## src/rtl/jt900h_sdiv_pkg.sv

```systemverilog
// Shared definitions for the JT900H divider.
//   state_t : FSM encoding (IDLE -> ABS -> RUN -> FIX -> IDLE)
//   n_of()  : number of quotient bits produced for a given length mode
package jt900h_sdiv_pkg;

    typedef enum logic [1:0] {
        ST_IDLE = 2'd0,
        ST_ABS  = 2'd1,
        ST_RUN  = 2'd2,
        ST_FIX  = 2'd3
    } state_t;

    // Quotient width N: full length uses W bits, half length uses W/2 bits.
    function automatic int n_of(input logic len, input int w);
        return len ? w : w / 2;
    endfunction

endpackage

```

## src/rtl/jt900h_sdiv_if.sv

```systemverilog
// Request/response bundle between the ALU sequencer (master) and the divider (slave).
//   cen, start, len, sgn, op0[2W], op1[W] : master -> divider
//   quot[W], rem[W], busy, done, v        : divider -> master
interface jt900h_sdiv_if #(parameter int W = 16);

    logic           cen;
    logic           start;
    logic           len;
    logic           sgn;
    logic [2*W-1:0] op0;
    logic [W-1:0]   op1;
    logic [W-1:0]   quot;
    logic [W-1:0]   rem;
    logic           busy;
    logic           done;
    logic           v;

    modport master (
        output cen, start, len, sgn, op0, op1,
        input  quot, rem, busy, done, v
    );

    modport slave (
        input  cen, start, len, sgn, op0, op1,
        output quot, rem, busy, done, v
    );

endinterface

```

## src/rtl/jt900h_div_step.sv

```systemverilog
// One restoring-division step (combinational).
//   pr_i  : current partial remainder
//   bit_i : next dividend bit shifted in at the bottom
//   dv_i  : divisor magnitude
//   nr_o  : next partial remainder
//   qb_o  : quotient bit produced by this step
module jt900h_div_step #(
    parameter int W = 16
) (
    input  logic [W-1:0] pr_i,
    input  logic         bit_i,
    input  logic [W-1:0] dv_i,
    output logic [W-1:0] nr_o,
    output logic         qb_o
);

    logic [W:0]   shifted;
    logic [W-1:0] diff;

    always_comb begin
        shifted = {pr_i, bit_i};
        // The compare keeps the bit shifted out of the top so a remainder
        // that temporarily exceeds W bits is still judged correctly.
        qb_o    = (shifted >= {1'b0, dv_i});
        // When qb_o is set the true difference is below 2^W, so a W-bit
        // subtraction is exact.
        diff    = shifted[W-1:0] - dv_i;
        nr_o    = qb_o ? diff : shifted[W-1:0];
    end

endmodule

```

## src/rtl/jt900h_sdiv.sv

```systemverilog
// Multi-cycle signed/unsigned divider (restoring, one quotient bit per cen edge).
//   rst : asynchronous reset, active-high
//   clk : clock
//   bus : slave side of jt900h_sdiv_if (cen/start/len/sgn/op0/op1 in,
//         quot/rem/busy/done/v out)
// Latency from the start edge to done is N+2 cen edges (N = W or W/2).
module jt900h_sdiv
    import jt900h_sdiv_pkg::*;
#(
    parameter int W = 16
) (
    input  logic              rst,
    input  logic              clk,
    jt900h_sdiv_if.slave      bus
);

    localparam int            CW        = $clog2(W + 1);
    localparam logic [W-1:0]  HALF_MASK = {{(W/2){1'b0}}, {(W/2){1'b1}}};
    localparam logic [W-1:0]  LIM_FULL  = {1'b1, {(W-1){1'b0}}};
    localparam logic [W-1:0]  LIM_HALF  = {{(W/2){1'b0}}, 1'b1, {(W/2-1){1'b0}}};

    state_t          state_q;
    logic [2*W-1:0]  dd_q;      // dividend magnitude
    logic [W-1:0]    dv_q;      // divisor magnitude
    logic [W-1:0]    pr_q;      // partial remainder
    logic [W-1:0]    lo_q;      // dividend bits still to shift in, MSB first
    logic [W-1:0]    q_q;       // quotient magnitude being built
    logic [CW-1:0]   cnt_q;
    logic            qneg_q, rneg_q, sgn_q, len_q, ovf_q;
    logic [W-1:0]    quot_q, rem_q;
    logic            v_q, busy_q, done_q;

    // Operand magnitude and sign capture for the start edge
    logic            d_msb, s_msb, d_neg, s_neg;
    logic [2*W-1:0]  dd_start;
    logic [W-1:0]    dv_start;

    always_comb begin
        d_msb = bus.len ? bus.op0[2*W-1] : bus.op0[W-1];
        s_msb = bus.len ? bus.op1[W-1]   : bus.op1[W/2-1];
        d_neg = bus.sgn & d_msb;
        s_neg = bus.sgn & s_msb;
        if (bus.len)
            dd_start = d_neg ? -bus.op0 : bus.op0;
        else
            dd_start = {{W{1'b0}}, (d_neg ? -bus.op0[W-1:0] : bus.op0[W-1:0])};
        if (bus.len)
            dv_start = s_neg ? -bus.op1 : bus.op1;
        else
            dv_start = {{(W/2){1'b0}}, (s_neg ? -bus.op1[W/2-1:0] : bus.op1[W/2-1:0])};
    end

    // Split of the active 2N-bit dividend into the initial remainder (upper N)
    // and the bits fed in during RUN (lower N, left-aligned in lo_q).
    logic [W-1:0] hi_init, lo_init;

    always_comb begin
        hi_init = len_q ? dd_q[2*W-1:W] : {{(W/2){1'b0}}, dd_q[W-1:W/2]};
        lo_init = len_q ? dd_q[W-1:0]   : {dd_q[W/2-1:0], {(W/2){1'b0}}};
    end

    logic [W-1:0] step_nr;
    logic         step_qb;

    jt900h_div_step #(.W(W)) u_step (
        .pr_i  (pr_q),
        .bit_i (lo_q[W-1]),
        .dv_i  (dv_q),
        .nr_o  (step_nr),
        .qb_o  (step_qb)
    );

    // Sign correction and signed range check
    logic [W-1:0] res_mask, lim, quot_fix, rem_fix;
    logic         rng_ovf;

    always_comb begin
        res_mask = len_q ? {W{1'b1}} : HALF_MASK;
        lim      = len_q ? LIM_FULL  : LIM_HALF;
        quot_fix = (qneg_q ? -q_q  : q_q)  & res_mask;
        rem_fix  = (rneg_q ? -pr_q : pr_q) & res_mask;
        // Positive results top out at 2^(N-1)-1, negative ones at -2^(N-1).
        rng_ovf  = sgn_q & ((~qneg_q & (q_q >= lim)) | (qneg_q & (q_q > lim)));
    end

    always_ff @(posedge clk or posedge rst) begin
        if (rst) begin
            state_q <= ST_IDLE;
            dd_q    <= '0;
            dv_q    <= '0;
            pr_q    <= '0;
            lo_q    <= '0;
            q_q     <= '0;
            cnt_q   <= '0;
            qneg_q  <= 1'b0;
            rneg_q  <= 1'b0;
            sgn_q   <= 1'b0;
            len_q   <= 1'b0;
            ovf_q   <= 1'b0;
            quot_q  <= '0;
            rem_q   <= '0;
            v_q     <= 1'b0;
            busy_q  <= 1'b0;
            done_q  <= 1'b0;
        end else if (bus.cen) begin
            case (state_q)
                ST_IDLE: begin
                    done_q <= 1'b0;
                    if (bus.start) begin
                        state_q <= ST_ABS;
                        busy_q  <= 1'b1;
                        v_q     <= 1'b0;
                        dd_q    <= dd_start;
                        dv_q    <= dv_start;
                        qneg_q  <= bus.sgn & (d_msb ^ s_msb);
                        rneg_q  <= d_neg;
                        sgn_q   <= bus.sgn;
                        len_q   <= bus.len;
                    end
                end
                ST_ABS: begin
                    // Upper half >= divisor means the quotient needs more than N bits.
                    ovf_q   <= (dv_q == '0) | (hi_init >= dv_q);
                    pr_q    <= hi_init;
                    lo_q    <= lo_init;
                    q_q     <= '0;
                    cnt_q   <= CW'(n_of(len_q, W) - 1);
                    state_q <= ST_RUN;
                end
                ST_RUN: begin
                    pr_q <= step_nr;
                    lo_q <= {lo_q[W-2:0], 1'b0};
                    q_q  <= {q_q[W-2:0], step_qb};
                    if (cnt_q == '0)
                        state_q <= ST_FIX;
                    else
                        cnt_q <= cnt_q - 1'b1;
                end
                ST_FIX: begin
                    quot_q  <= quot_fix;
                    rem_q   <= rem_fix;
                    v_q     <= ovf_q | rng_ovf;
                    busy_q  <= 1'b0;
                    done_q  <= 1'b1;
                    state_q <= ST_IDLE;
                end
                default: state_q <= ST_IDLE;
            endcase
        end
    end

    assign bus.quot = quot_q;
    assign bus.rem  = rem_q;
    assign bus.busy = busy_q;
    assign bus.done = done_q;
    assign bus.v    = v_q;

endmodule

```

## src/flat_wrapper.sv

```systemverilog
// flat-port wrapper written by rule: the top's interface ports become plain ports
module jt900h_sdiv_flat import jt900h_sdiv_pkg::*;
#(
    parameter int W = 16
)
  (rst, clk, bus_cen, bus_start, bus_len, bus_sgn, bus_op0, bus_op1, bus_quot, bus_rem, bus_busy, bus_done, bus_v);
  jt900h_sdiv_if #(.W(W)) bus_i ();
  input  logic rst;
  input  logic clk;
  input wire logic [$bits(bus_i.cen)-1:0] bus_cen;
  input wire logic [$bits(bus_i.start)-1:0] bus_start;
  input wire logic [$bits(bus_i.len)-1:0] bus_len;
  input wire logic [$bits(bus_i.sgn)-1:0] bus_sgn;
  input wire logic [$bits(bus_i.op0)-1:0] bus_op0;
  input wire logic [$bits(bus_i.op1)-1:0] bus_op1;
  output wire logic [$bits(bus_i.quot)-1:0] bus_quot;
  output wire logic [$bits(bus_i.rem)-1:0] bus_rem;
  output wire logic [$bits(bus_i.busy)-1:0] bus_busy;
  output wire logic [$bits(bus_i.done)-1:0] bus_done;
  output wire logic [$bits(bus_i.v)-1:0] bus_v;
  assign bus_i.cen = bus_cen;
  assign bus_i.start = bus_start;
  assign bus_i.len = bus_len;
  assign bus_i.sgn = bus_sgn;
  assign bus_i.op0 = bus_op0;
  assign bus_i.op1 = bus_op1;
  assign bus_quot = bus_i.quot;
  assign bus_rem = bus_i.rem;
  assign bus_busy = bus_i.busy;
  assign bus_done = bus_i.done;
  assign bus_v = bus_i.v;
  jt900h_sdiv #(.W(W)) u_core (.rst(rst), .clk(clk), .bus(bus_i));
endmodule
```

## config.mk

```make
export PLATFORM = sky130hd
export DESIGN_NAME = jt900h_sdiv_flat
export DESIGN_NICKNAME = d
export VERILOG_FILES = /design/src/rtl/jt900h_sdiv_pkg.sv /design/src/rtl/jt900h_sdiv_if.sv /design/src/rtl/jt900h_div_step.sv /design/src/rtl/jt900h_sdiv.sv /design/src/flat_wrapper.sv
export SDC_FILE = /design/constraint.sdc
export NUM_CORES = 1
export LEC_CHECK = 0
export CAP_MARGIN = 25
export CORE_MARGIN = 1.5
export CORE_UTILIZATION = 42
export CTS_CLUSTER_DIAMETER = 100
export DETAILED_ROUTE_END_ITERATION = 16
export PLACE_DENSITY = 0.62
export SYNTH_ARGS = -nofsm -noshare
export SYNTH_HDL_FRONTEND = slang
export SYNTH_SLANG_ARGS = --single-unit
```

## constraint.sdc

```tcl
create_clock -name clk -period 6.1 [get_ports clk]
set_input_delay 1.22 -clock clk [delete_from_list [all_inputs] [get_ports clk]]
set_output_delay 1.22 -clock clk [all_outputs]
set_load 0.05 [all_outputs]
```

After elaboration in Yosys (flattened, before gate mapping):

Cells that the tools add are included.

* add/sub/neg operators: 9
* reductions and logical operators: 13
* equal/unequal tests: 6
* muxes and demuxes: 29
* bitwise logic cells: 13
* order comparisons: 4

Operator list (count)
* 2-to-1 mux 16 bit: 10
* case mux 16 bit (2 select lines): 3
* 2-to-1 mux 32 bit: 2
* negator 16 bit: 4
* AND 16 bit: 2
* greater-or-equal comparator 16 bit: 2
* negator 32 bit: 1
* greater-or-equal comparator 17 x 16 -> 1 bit: 1
* greater-than comparator 16 bit: 1
* logical NOT 16 bit: 1
* subtractor 16 bit: 1
* AND reduction 3 bit: 4
* 2-to-1 mux 5 bit: 2
* case mux 5 bit (2 select lines): 1
* 2-to-1 mux 8 bit: 1
* negator 8 bit: 1
* case mux 2 bit (4 select lines): 1
* AND reduction 2 bit: 4
* AND 1 bit: 6
* case mux 1 bit (2 select lines): 3
* logical NOT 5 bit: 1
* subtractor 5 x 1 -> 5 bit, second input constant: 1
* subtractor 5 x 2 -> 5 bit, second input constant: 1
* equality test 2 bit, second input constant: 2
* 10 further kinds: 18

* input bits: 54
* bits in registers: 143
* output and inout bits: 35
* logic and storage cells: 91

Logic depth before layout (Yosys ltp):

Gate-level depths: netlist of run 1.

* depth after elaboration: 7
* mapped depth: 10
* depth with buffers taken out: 10

Cells and area by module:

Synthesis of run 1 repeated with hierarchy kept, for this count alone.

* cell total of the unflattened synthesis: 1071
* area, all modules: 9313.9 µm²

Modules (own cells, without submodules)
* jt900h_sdiv: seq. area each 3578.4 µm², area an instance 8149.1 µm², cells each 915, instances 1
* jt900h_div_step: seq. area each 0.0 µm², area an instance 1164.9 µm², cells each 156, instances 1

Worst setup path after synthesis of run 1:

OpenSTA, ideal clock, no wires.

* path type: input-to-reg
* start: input port bus_op0[0]
* end: register u_core.dd_q[24]
* data required time: 5967 ps
* library setup time: 133 ps
* slack: 2665 ps
* arrival time: 3302 ps
* stages: 9
* path through: inv_1 ha_1 or4b_1 nand2b_1 nand2b_1 or4_4 o41ai_1 xor2_1 o21ai_0

* word-level cells in the longest chain between the ends: 3

RTL lines
* start, declared: RTL line flat_wrapper.sv:14 `input wire logic [$bits(bus_i.op0)-1:0] bus_op0;`
* negator 32 bit: RTL line jt900h_sdiv.sv:44 `dd_start = d_neg ? -bus.op0 : bus.op0;`
* 2-to-1 mux 32 bit: RTL line jt900h_sdiv.sv:44
* 2-to-1 mux 32 bit: RTL line jt900h_sdiv.sv:43 `if (bus.len)`
* end signal, assigned: RTL line jt900h_sdiv.sv:113 `dd_q <= dd_start;`
* end, declared: RTL line jt900h_sdiv.sv:23 `logic [2*W-1:0] dd_q;`

Every way passes these cells.
A chain may end at the register's enable or synchronous reset.

Worst setup path in the final report of run 1:

Same ends and word-level chain as after synthesis.

==> summary.md, run 1 <==
| Metric | Value |
|---|---|
| Outcome | `finished clean` |
| Antenna violations before repair | `0` |
| Post-synth top flop | `dfrtp_1` |
| Worst R2R Path Depth | `9` |
| Full die area | `21760 um^2` |
| Min Tclk post-route | `3.679 ns` |
| Worst-Skew Late Latency | `0.44 ns` |
| DRC Markers | `0` |
| Crit start category | `input port` |
| NetSw | `2.391 mW` |
| Hold Path Origin | `u_core.bus.rem[2]$_DFFE_PP0P_` |
| DRT iter0 DRCs | `557` |
| Unrepaired setup endpoints after global routing | `false` |
| Setup violations, final | `0` |
| Clk sinks | `143` |
| Fillers | `1952` |
| Total GRT Usage | `21.33%` |
| Fin. Hold Viols | `0` |
| Worst-Margin Slew | `0.9499 ns` |
| Final period utilization | `60.30%` |
| Crit. End Element | `flop` |
| Comb power frac | `49.9%` |
| Vias in the first global route | `7168` |
| Syn_nets | `1101` |
| Row count | `52` |
| Final WS setup | `2.421 ns` |
| Slowest library cell on the worst path | `or4_4` |
| Worst-path clk slew | `0.06 ns` |
| Synth Register Bits | `143` |
| Critical Path Most Common Cell | `nand2b_1` |
| DR vias/cell | `5.526` |
| Yosys warns | `0` |
| Fmax | `271.8 MHz` |
| Pleak | `4.473 nW` |
| Highest-count cells in the layout ignoring fill and taps | `nand2_1, dfrtp_1, o21ai_0, clkdlybuf4s50_1, xor2_1` |
| Total grt overflow | `0` |
| Worst Path Required | `6.39 ns` |
| Critical Path AT | `3.96 ns` |
| Area occupied by multi-input gates | `4871 um^2` |
| Core region area | `20360 um^2` |
| CTS tree | `built` |
| Commonest non-fill, non-tap cell in the layout | `nand2_1` |
| Starting Density | `43.07%` |
| Ant diodes | `0` |
| DRT Pass-1 Iters | `7` |
| DRT antenna net count | `0` |
| Net Sw Frac | `45.45%` |
| Pin count of the biggest net entering global routing | `66` |
| # IOs | `89` |
| Max Clock Skew | `0.009164 ns` |
| H-tree levels | `4` |
| Reg area | `3578 um^2` |
| EDFF count, synth | `0` |
| Slew HR | `36.45%` |
| WL final | `22060 um` |
| Bufs on Longest Clock Path | `2` |
| Max Cap Viol | `0` |
| Die height | `147.5 um` |
| RR Startpoint | `u_core.dv_q[1]$_DFFE_PP0P_` |
| Worst vdd rail ir drop | `0.0002211 V` |
| Synth cell types | `55` |
| Routed vias | `7444` |
| Cts bufs inserted | `17` |
| Seq/Total Area, Yosys | `40.80%` |
| Die X-Extent | `147.5 um` |
| Sequential share of power | `30.6%` |
| Crit path max-delay family | `simple AND/OR/NAND/NOR gates` |
| Area delta synth->final | `19.07%` |
| Final core utilization | `51.28%` |
| Asr flop ratio synth | `100.0%` |
| CP bufs+invs | `2` |
| Hold/Removal Path Class | `reg -> reg` |
| Setup CP Type | `in -> reg` |
| Root Buffer | `clkbuf_16` |
| Place WS | `1.961 ns` |
| Fin nets | `1163` |
| Worst-path fanout max | `6` |
| Crit path cell chain | `clkdlybuf4s50_1 -> inv_1 -> ha_1 -> or4b_1 -> nand2b_1 -> nand2b_1 -> or4_4 -> o41ai_1 -> xor2_1 -> o21ai_0` |
| Total negative slack | `0 ns` |
| DR WL/cell | `16.37 um` |
| Setup repair bufs after CTS | `0` |
| Port Buf Inserts | `88` |
| Gp weighted congestion | `0.8557` |
| R2R Path End | `u_core.pr_q[15]$_DFFE_PP0P_` |
| Cell area after synthesis | `8771 um^2` |
| First-pass GRT wire length | `37000 um` |
| Synth Instances | `1002` |
| Hold endpoint | `u_core.bus.rem[2]$_DFFE_PP0P_` |
| R2r setup slk | `3.09 ns` |
| Cts hold-fix bufs | `0` |
| Clock power share | `19.5%` |
| Syn_area_per_cell | `8.753 um^2` |
| Power per cell area | `503.6 nW/um^2` |
| CP peak stage delay | `0.55 ns` |
| Post-cts sizing count | `0` |
| Cell Int Power | `2.869 mW` |
| Worst hold path depth | `2` |
| Post-DP HPWL | `16220 um` |
| Final Slew Violations | `0` |
| Ratio of cells with drive above 1 in the final layout | `5.664%` |
## area by class of cell
class,count,area share (%)
well taps,270,3.235
clock inverters,13,1.234
flip-flops and latches,143,34.26
multi-input cells,770,46.64
clock buffers,19,4.337
repair buffers,95,8.913
inverters,37,1.378
## per-stage QoR
step | hold slack (ns) | std cells | instance area, um^2 | total power, mW
floorplan | 0.4424 | 1002 | 8771 | 3.474
global placement | 0.4602 | 1314 | 9857 | 4.182
detailed placement | 0.4689 | 1314 | 9857 | 4.232
CTS | 0.4813 | 1346 | 10440 | 5.269
global route | 0.4972 | 1347 | 10440 | 5.675
finish | 0.4734 | 1347 | 10440 | 5.260
## Yosys cell counts, types with 9 or more instances
cell	n	area share (%)
nor2_1	48	2.1
nand2_1	167	7.1
xor2_1	62	6.2
clkbuf_1	46	2.0
a21oi_1	40	2.3
xnor2_1	23	2.3
nor3_1	12	0.68
dfrtp_1	143	41
mux2i_1	19	2.2
o31ai_1	29	2.5
o41ai_1	13	1.3
nand2b_1	10	0.71
ha_1	44	6.3
a31oi_1	9	0.64
o21ai_0	138	7.9
a22oi_1	9	0.77
nand3_1	25	1.4
inv_1	37	1.6
and2_1	14	1.0
## per-layer routing
metal / global-route usage [%] / share of wire [%] / routed length, um / up-vias
met4: 7.450 / 2.2 / 489 / 0
met5: 0 / 0 / 0 / -
met3: 3.858 / 4.6 / 1020 / 39
met1: 30.26 / 49 / 10910 / 3500
li1: - / - / - / 3695
met2: 32.66 / 44 / 9633 / 210
## worst max path at each step
stage	endpoint	depth (start not counted)	slack, ns	startpoint
2_1_floorplan	u_core.bus.busy$_DFFE_PP0P_	1	1.04	rst
3_3_place_gp	u_core.dd_q[24]$_DFFE_PP0P_	10	2.02	bus_op0[0]
3_5_place_dp	u_core.dd_q[24]$_DFFE_PP0P_	10	1.96	bus_op0[0]
4_1_cts	u_core.dd_q[24]$_DFFE_PP0P_	10	2.41	bus_op0[0]
5_1_grt	u_core.dd_q[24]$_DFFE_PP0P_	10	2.19	bus_op0[0]
6_report	u_core.dd_q[24]$_DFFE_PP0P_	10	2.42	bus_op0[0]
## power groups by stage
stage | Sequential, mW | Combinational (mW) | Clock, mW
after floorplan | 1.72 | 1.75 | 0
after global placement | 1.61 | 2.57 | 0
after detailed placement | 1.62 | 2.61 | 0
after CTS | 1.61 | 2.62 | 1.04
after global routing | 1.65 | 2.93 | 1.09
final | 1.61 | 2.62 | 1.03
## cells by family after synthesis
group / count (synthesis) / share of synthesized area, %
AOI/OAI and AO/OA: 288 / 20.21
xor gates and xnor gates: 85 / 8.488
adders and majority gates: 45 / 6.505
buffers and inverters: 89 / 3.809
DFF: 143 / 40.80
muxes: 27 / 3.195
and+or+nand+nor: 325 / 16.99
## state kept, by name, indices dropped and copies added, names as in the netlist, 5 cells and up
signal           count
u_core.cnt_q         5
u_core.dv_q         16
u_core.q_q          16
u_core.bus.quot     16
u_core.pr_q         16
u_core.lo_q         16
u_core.bus.rem      16
u_core.dd_q         32
## worst min-delay path, delay by kind of cell (launching register included)
family             cells  cell delay [ns]
AOI/OAI and AO/OA      1             0.06
and+or+nand+nor        1             0.05
DFF                    1             0.34
Note: power is estimated with default switching activity, not from simulation.
==> run 2: changes to the inputs <==
- PLACE_DENSITY: 0.62 -> 0.64
- clock period: 6.1 -> 3 ns (I/O delays scaled with it)
==> summary.md, run 2 (synthesis gave the netlist of run 1 again) <==
| Metric | Value |
|---|---|
| Outcome | `finished clean (unchanged)` |
| Post-cts sizing count | `0 (unchanged)` |
| Max Clock Skew | `0.007012 ns (was 0.009164 ns)` |
| DRC Markers | `0 (unchanged)` |
| DR vias/cell | `5.330 (was 5.526)` |
| Antenna violations before repair | `0 (unchanged)` |
| # IOs | `89 (unchanged)` |
| Fmax | `353.6 MHz` |
| Pleak | `4.749 nW (was 4.473 nW)` |
| Bufs on Longest Clock Path | `2 (unchanged)` |
| R2R Path End | `u_core.pr_q[13]$_DFFE_PP0P_ (was u_core.pr_q[15]$_DFFE_PP0P_)` |
| Commonest non-fill, non-tap cell in the layout | `nand2_1 (unchanged)` |
| Reg area | `3578 um^2 (unchanged)` |
| Worst-path fanout max | `5 (was 6)` |
| Total negative slack | `0 ns (unchanged)` |
| Worst R2R Path Depth | `8 (was 9)` |
| Total chip power | `10.93 mW (was 5.260 mW)` |
| Worst hold path depth | `2 (unchanged)` |
| Hold endpoint | `u_core.bus.quot[9]$_DFFE_PP0P_ (was u_core.bus.rem[2]$_DFFE_PP0P_)` |
| Cts hold-fix bufs | `0 (unchanged)` |
| Highest-count cells in the layout ignoring fill and taps | `nand2_1, dfrtp_1, o21ai_0, clkdlybuf4s50_1, xor2_1 (unchanged)` |
| H-tree levels | `4 (unchanged)` |
| Port Buf Inserts | `88 (unchanged)` |
| Ant diodes | `0 (unchanged)` |
| DR WL/cell | `15.46 um (was 16.37 um)` |
| Worst vdd rail ir drop | `0.0004243 V (was 0.0002211 V)` |
| Worst-Skew Late Latency | `0.42 ns (was 0.44 ns)` |
| Fillers | `1874 (was 1952)` |
| Setup CP Type | `in -> reg (unchanged)` |
| Max Cap Viol | `0 (unchanged)` |
| Total GRT Usage | `21.04% (was 21.33%)` |
| Die height | `147.5 um (unchanged)` |
| Core region area | `20360 um^2 (unchanged)` |
| Setup violations, final | `0 (unchanged)` |
| WL final | `21600 um (was 22060 um)` |
| Largest register FFs | `32 (unchanged)` |
| Hold Path Origin | `u_core.bus.quot[9]$_DFFE_PP0P_ (was u_core.bus.rem[2]$_DFFE_PP0P_)` |
| Area delta synth->final | `24.25% (was 19.07%)` |
| Die X-Extent | `147.5 um (unchanged)` |
| Worst Path Required | `3.30 ns (was 6.39 ns)` |
| Cts bufs inserted | `17 (unchanged)` |
| Min Tclk post-route | `2.828 ns` |
| Row count | `52 (unchanged)` |
| Top reg by flops | `u_core.dd_q (unchanged)` |
| Area occupied by multi-input gates | `4905 um^2 (was 4871 um^2)` |
| Post-DP HPWL | `16330 um (was 16220 um)` |
| Fin. Hold Viols | `0 (unchanged)` |
| Total grt overflow | `0 (unchanged)` |
| Ratio of cells with drive above 1 in the final layout | `10.03% (was 5.664%)` |
| Worst-path clk slew | `0.06 ns (about the same)` |
| CTS tree | `built (unchanged)` |
| Pin count of the biggest net entering global routing | `144 (was 66)` |
| Final period utilization | `94.26%` |
| RR Startpoint | `u_core.pr_q[8]$_DFFE_PP0P_ (was u_core.dv_q[1]$_DFFE_PP0P_)` |
| R2r setup slk | `0.32 ns (was 3.09 ns)` |
| Fin nets | `1215 (was 1163)` |
| DRT iter0 DRCs | `559 (was 557)` |
| Final Slew Violations | `0 (unchanged)` |
| Unrepaired setup endpoints after global routing | `false (unchanged)` |
| Slew HR | `43.86% (was 36.45%)` |
| Crit start category | `input port (unchanged)` |
| First-pass GRT wire length | `36360 um (was 37000 um)` |
| DRT Pass-1 Iters | `5 (was 7)` |
| Crit. End Element | `flop (unchanged)` |
| Hold/Removal Path Class | `reg -> reg (unchanged)` |
| Starting Density | `43.07% (unchanged)` |
| Critical Path AT | `3.12 ns (was 3.96 ns)` |
| Final core utilization | `53.51% (was 51.28%)` |
| Clk sinks | `143 (unchanged)` |
| DRT antenna net count | `0 (unchanged)` |
| Gp weighted congestion | `0.8880 (was 0.8557)` |
| Full die area | `21760 um^2 (unchanged)` |
| Power per cell area | `1003 nW/um^2 (was 503.6 nW/um^2)` |
| Setup repair bufs after CTS | `0 (unchanged)` |
| Worst-Margin Slew | `0.8421 ns (was 0.9499 ns)` |
| Root Buffer | `clkbuf_16 (unchanged)` |
| Vias in the first global route | `7039 (was 7168)` |
| Routed vias | `7446 (was 7444)` |
## run 2: worst max-delay path, cell delays in order
cell,delay [ns]
clkdlybuf4s50_1,0.42
inv_1,0.09
ha_1,0.17
or4b_1,0.46
nand2b_1,0.17
nand2b_1,0.18
or4_4,0.49
o31ai_2,0.28
xor2_1,0.16
o21ai_0,0.09
## run 2: layer usage
layer	routed length, um	vias up	track usage [%]	part of all wire, %
met5	0	-	0	0
met4	362	0	7.000	1.7
met3	1071	23	2.747	5.0
met2	9541	192	32.08	44
met1	10620	3434	30.80	49
li1	-	3797	-	-
## run 2: metrics by stage
| stage | cells | hold slack (ns) | worst slack, ns | cell area (um^2) |
|---|---|---|---|---|
| CTS | 1397 | 0.4820 | 0.09746 | 10860 |
| finish | 1397 | 0.4745 | 0.1723 | 10900 |
| global placement | 1367 | 0.4604 | -0.2906 | 10280 |
| global route | 1397 | 0.4992 | 0.02504 | 10900 |
| floorplan | 1002 | 0.4424 | 0.1846 | 8775 |
| detailed placement | 1367 | 0.4677 | -0.3514 | 10280 |
## run 2: area by class of cell
type / count / area share [%]
multi-input cells: 770 / 45.01
flip-flops and latches: 143 / 32.84
repair buffers: 147 / 12.38
clock buffers: 20 / 4.099
well taps: 270 / 3.100
inverters: 37 / 1.309
clock inverters: 10 / 1.274
## run 2: worst max-delay path by stage
stage               slack [ns]                     endpoint       start
floorplan                 0.18  u_core.dd_q[24]$_DFFE_PP0P_  bus_op0[0]
global placement         -0.29  u_core.dd_q[24]$_DFFE_PP0P_  bus_op0[0]
detailed placement       -0.35  u_core.dd_q[30]$_DFFE_PP0P_  bus_op0[0]
CTS                        0.1  u_core.dd_q[30]$_DFFE_PP0P_  bus_op0[0]
global route              0.03  u_core.dd_q[30]$_DFFE_PP0P_  bus_op0[0]
finish                    0.17  u_core.dd_q[30]$_DFFE_PP0P_  bus_op0[0]
## run 2: report_power, final
part	switching, mW	total (mW)	internal, mW	leakage, nW
clock network	0.806	2.13	1.32	0.286
registers	0.584	3.19	2.61	1.87
logic	3.37	5.62	2.24	2.59
